$ cat src/rtl/adder_share_arbiter.sv
// -----------------------------------------------------------------------------
// adder_share_arbiter
//
// Shares a single external W-bit add/sub unit between two requesters using
// round-robin arbitration. The winner's operands are latched onto the unit's
// input buses and held for SETTLE_CYCLES cycles so the ripple path settles.
// The unit's sum and overflow are then captured, and a one-cycle done pulse
// goes to the winner.
//
// Ports
//   clk, rst              clock (rising edge), asynchronous active-high reset
//   req0/sub0/a0_in/b0_in requester 0: level request, op (1 = A-B), operands
//   req1/sub1/a1_in/b1_in requester 1: same as requester 0
//   add_sub/add_a/add_b   operand/op buses driven into the shared adder
//   add_c/add_ovf         result and signed-overflow returned by the adder
//   gnt                   one-hot grant, high while requester i owns the unit
//   busy                  high while an op is in flight (ISSUE and DONE)
//   done0/done1           one-cycle pulse, result/ovf valid for requester i
//   result/ovf            captured adder output of the last completed op
// -----------------------------------------------------------------------------
module adder_share_arbiter #(
    parameter int W             = 15,
    parameter int SETTLE_CYCLES = 2
) (
    input  logic         clk,
    input  logic         rst,
    input  logic         req0,
    input  logic         sub0,
    input  logic [W-1:0] a0_in,
    input  logic [W-1:0] b0_in,
    input  logic         req1,
    input  logic         sub1,
    input  logic [W-1:0] a1_in,
    input  logic [W-1:0] b1_in,
    output logic         add_sub,
    output logic [W-1:0] add_a,
    output logic [W-1:0] add_b,
    input  logic [W-1:0] add_c,
    input  logic         add_ovf,
    output logic [1:0]   gnt,
    output logic         busy,
    output logic         done0,
    output logic         done1,
    output logic [W-1:0] result,
    output logic         ovf
);

    // Counter only has to hold SETTLE_CYCLES-1 down to 0.
    localparam int CW = (SETTLE_CYCLES > 1) ? $clog2(SETTLE_CYCLES) : 1;

    typedef enum logic [1:0] {
        ST_IDLE,
        ST_ISSUE,
        ST_DONE
    } state_t;

    state_t        state_reg;
    logic [CW-1:0] cnt_reg;
    logic          last_reg;   // index of the most recently granted requester

    logic any_req;
    logic win;                 // 0 = requester 0 wins, 1 = requester 1 wins

    assign any_req = req0 | req1;
    // A lone requester always wins; on contention the one not served last wins.
    assign win     = (req0 & req1) ? ~last_reg : req1;

    always_ff @(posedge clk or posedge rst) begin
        if (rst) begin
            state_reg <= ST_IDLE;
            cnt_reg   <= '0;
            last_reg  <= 1'b1;   // requester 0 wins the first contention
            add_sub   <= 1'b0;
            add_a     <= '0;
            add_b     <= '0;
            gnt       <= 2'b00;
            busy      <= 1'b0;
            done0     <= 1'b0;
            done1     <= 1'b0;
            result    <= '0;
            ovf       <= 1'b0;
        end else begin
            case (state_reg)
                ST_IDLE: begin
                    if (any_req) begin
                        state_reg <= ST_ISSUE;
                        cnt_reg   <= CW'(SETTLE_CYCLES - 1);
                        last_reg  <= win;
                        gnt       <= win ? 2'b10 : 2'b01;
                        busy      <= 1'b1;
                        add_sub   <= win ? sub1  : sub0;
                        add_a     <= win ? a1_in : a0_in;
                        add_b     <= win ? b1_in : b0_in;
                    end
                end

                ST_ISSUE: begin
                    // Operand buses are left untouched here so the adder settles.
                    if (cnt_reg != '0) begin
                        cnt_reg <= cnt_reg - CW'(1);
                    end else begin
                        result    <= add_c;
                        ovf       <= add_ovf;
                        done0     <= gnt[0];
                        done1     <= gnt[1];
                        state_reg <= ST_DONE;
                    end
                end

                ST_DONE: begin
                    done0     <= 1'b0;
                    done1     <= 1'b0;
                    gnt       <= 2'b00;
                    busy      <= 1'b0;
                    state_reg <= ST_IDLE;
                end

                default: begin
                    state_reg <= ST_IDLE;
                end
            endcase
        end
    end

endmodule
$ cat config.mk
export PLATFORM = sky130hd
export DESIGN_NAME = adder_share_arbiter
export DESIGN_NICKNAME = d
export VERILOG_FILES = /design/src/rtl/adder_share_arbiter.sv
export SDC_FILE = /design/constraint.sdc
export NUM_CORES = 1
export LEC_CHECK = 0
export CAP_MARGIN = 0
export CELL_PAD_IN_SITES_DETAIL_PLACEMENT = 1
export CELL_PAD_IN_SITES_GLOBAL_PLACEMENT = 2
export CORE_AREA = 2 2 112 103
export CTS_CLUSTER_DIAMETER = 80
export DETAILED_ROUTE_END_ITERATION = 10
export DIE_AREA = 0 0 114 105
export GPL_TIMING_DRIVEN = 0
export HOLD_SLACK_MARGIN = 0.05
export PLACE_DENSITY_LB_ADDON = 0.12
export SLEW_MARGIN = 20
export SYNTH_ARGS = -nofsm -noshare
export SYNTH_HDL_FRONTEND = slang
export SYNTH_SLANG_ARGS = --single-unit
$ cat constraint.sdc
create_clock -name clk -period 2.1 [get_ports clk]
set_clock_uncertainty 0.1 [all_clocks]
set_input_delay 0.42 -clock clk [delete_from_list [all_inputs] [get_ports clk]]
set_output_delay 0.42 -clock clk [all_outputs]
set_load 0.005 [all_outputs]
==> results.cfg <==
[clocking]
cts.sinks = 56
cts_tree = yes
clk_pin_slew_ns = 0.07
cts_hold_buf = 0
cts_resized = 0
post-cts-setup-buffer-count = 0
clk_latency_ns = 0.29
root_buffer = clkbuf_16
clk_path_buf_depth = 2
h-tree-depth = 2
numCtsBuffers = 5

[sta]
finalSetupViolCount = 0
max_freq_mhz = 541
post-route-min-period_ns = 1.85
worstMarginPinSlew_ns = 0.280
finalSetupTns_ns = 0
grt_setup_unrepaired = false
maxSlewHeadroom_pct = 81.3
hold_viol = 0
drv_slew = 0
fin_crit_sh_pct = 88.0

[drt]
postRouteAntennaNets = 0
wl_met3_um = 525
drt-pass1-iter-count = 3
drt-total-wl_um = 6630
met1_length_um = 2950
drt_iter0_drc = 32
top_layer = met4
num_vias = 1910
remaining_drc_errors = 0
wire_per_inst_um = 14.9
met2_length_um = 3110
vias_per_cell = 4.29

[power_and_ir_drop]
clkPwrFrac_pct = 14.3
cellPowerDensity_nw_per_um2 = 1320
p_comb_share_pct = 52.4
p_sw_share_pct = 28.2
ir_worst_vdd_uv = 425
total_power_w = 0.00591
power_frac_seq_pct = 33.3
p_sw_w = 0.00167
p_int_w = 0.00424
cellLeakagePower_nw = 1.94

[setup_path]
cp-start-kind = input pin
cp.arrival_ns = 1.92
r2r-end = ovf$_DFFE_PP0P_
path_max_fanout = 10
ff2ff_path_depth = 5
timing.rr.start = state_reg[1]$_DFFE_PP0P_
critical_path_class = input pin to register
cp.required_ns = 2.18
regToRegSetupSlack_ns = 0.38
critPathCaptureType = register

[placed_design]
io_buffers = 133
dpl.hpwl_um = 5040
place_congestion = 0.666

[logic_synthesis]
synthCells = 166
async_reset_ff_share_pct = 100
syn_nets = 248
synth_area_leader_cell = dfrtp_1
ys_top_cells_by_count = 55 x dfrtp_1, 55 x mux2_4, 24 x mux2_2, 8 x buf_6, 4 x a22o_1
yosysWarnings = 0
synth-edff-count = 0
synth_top_area_share_pct = 49.8
synth.yosys.seq_area_share_pct = 50.8
avgSynthCellArea_um2 = 16.6
synth-main-ff-cell = dfrtp_1
synth_area_um2 = 2760
ys_ff_latch = 56
synth.distinct_cells = 19
synth_area_leaders = dfrtp_1 50%, mux2_4 30%, mux2_2 9.8%, buf_6 3.3%, a22o_1 1.3%

[die]
start_util_pct = 25.8
die_h_um = 105
core_area_um2 = 10700
die-area_um2 = 12000
dieWidth_um = 114
io_pins = 134
num_rows = 36

[global_routing]
grtUsageTotal_pct = 11.5
overflow = 0
grt_start_max_net_pins = 54
antenna_found_initial = 0
first_global_vias = 2149
grt_pass1_wl_um = 11000

[run]
maxCapViolCount = 0

[cells_and_area]
drive_gt1_share_pct = 33.7
syn_to_final_growth_pct = 61.8
top_regs = add_a (15), add_b (15), result (15)
diodes = 0
post-route-util_pct = 41.7
finalNetCount = 393

[worst_hold_path]
holdCritPathClass = input pin to async pin

[run_status]
outcome = finished clean
-- kinds of logic after synthesis --
| group | Yosys count | synth area share (%) |
|---|---|---|
| AOI/OAI and AO/OA | 10 | 3.13 |
| buffers and inverters | 10 | 3.53 |
| DFF | 56 | 50.8 |
| muxes | 81 | 40.4 |
| and+or+nand+nor | 9 | 2.13 |
-- final cells by class --
type	instances	area, µm²
fillers	1128	6250
repair buffers	138	1390
inverters	2	10.0
plain buffers	8	90.1
well taps	133	166
multi-input cells	100	1260
clock inverters	3	22.5
flip-flops and latches	56	1400
clock buffers	5	125
-- critical path: stages --
cell and delay, ns:
clkdlybuf4s50_1 0.50, a21bo_4 0.27, buf_6 0.17, mux2_4 0.31, mux2_4 0.26
-- placed cells by master, fill, tap and decap left out --
cell             instances
nand2_1                  2
nand2b_1                 2
a21oi_1                  1
mux2i_1                  2
a21bo_4                  1
clkinv_2                 1
mux2_4                  55
nor2_4                   1
a21boi_0                 1
inv_4                    1
inv_6                    1
nor2_1                   3
inv_1                    1
dfrtp_1                 55
nor3_4                   1
buf_4                    4
clkbuf_16                5
dfstp_2                  1
buf_6                    8
mux2_2                  24
a22o_1                   4
a21o_1                   1
buf_16                   1
o21a_1                   1
clkinv_4                 1
o21bai_1                 1
clkdlybuf4s50_1        133
-- power by group through the flow --
stage,combinational [W],sequential [W],clock (W)
finish,0.00310,0.00197,0.000843
floorplan,0.00160,0.00200,0
CTS,0.00311,0.00198,0.000886
global placement,0.00307,0.00198,0
detailed placement,0.00311,0.00199,0
global route,0.00334,0.00205,0.000921
-- routing by layer --
metal / vias up / GRT usage, %
met3: 2 / 4.23
met4: 0 / 2.87
li1: 884 / -
met1: 957 / 14.2
met2: 67 / 19.0
met5: - / 0
-- how the worst max path moves through the flow --
stage,slack [ns],cells after the start,end,from
after floorplan,0.21,1,add_a[0]$_DFFE_PP0P_,rst
after global placement,-1.06,2,add_a[0]$_DFFE_PP0P_,rst
after detailed placement,-0.24,5,add_a[6]$_DFFE_PP0P_,req0
after CTS,0.07,5,add_a[2]$_DFFE_PP0P_,req0
after global routing,0.19,5,add_b[9]$_DFFE_PP0P_,req0
final,0.25,5,add_a[2]$_DFFE_PP0P_,req1
-- metrics by stage --
step                      setup slack, ns  hold slack [ns]  std cells  instance area, µm²
final                               0.252            0.250        445                4470
after CTS                          0.0683            0.245        441                4440
after detailed placement           -0.243            0.380        433                4290
after floorplan                     0.210            0.374        166                2760
after global placement              -1.06            0.363        432                4260
after global routing                0.186            0.272        445                4470
(Power assumes the default switching activity.)
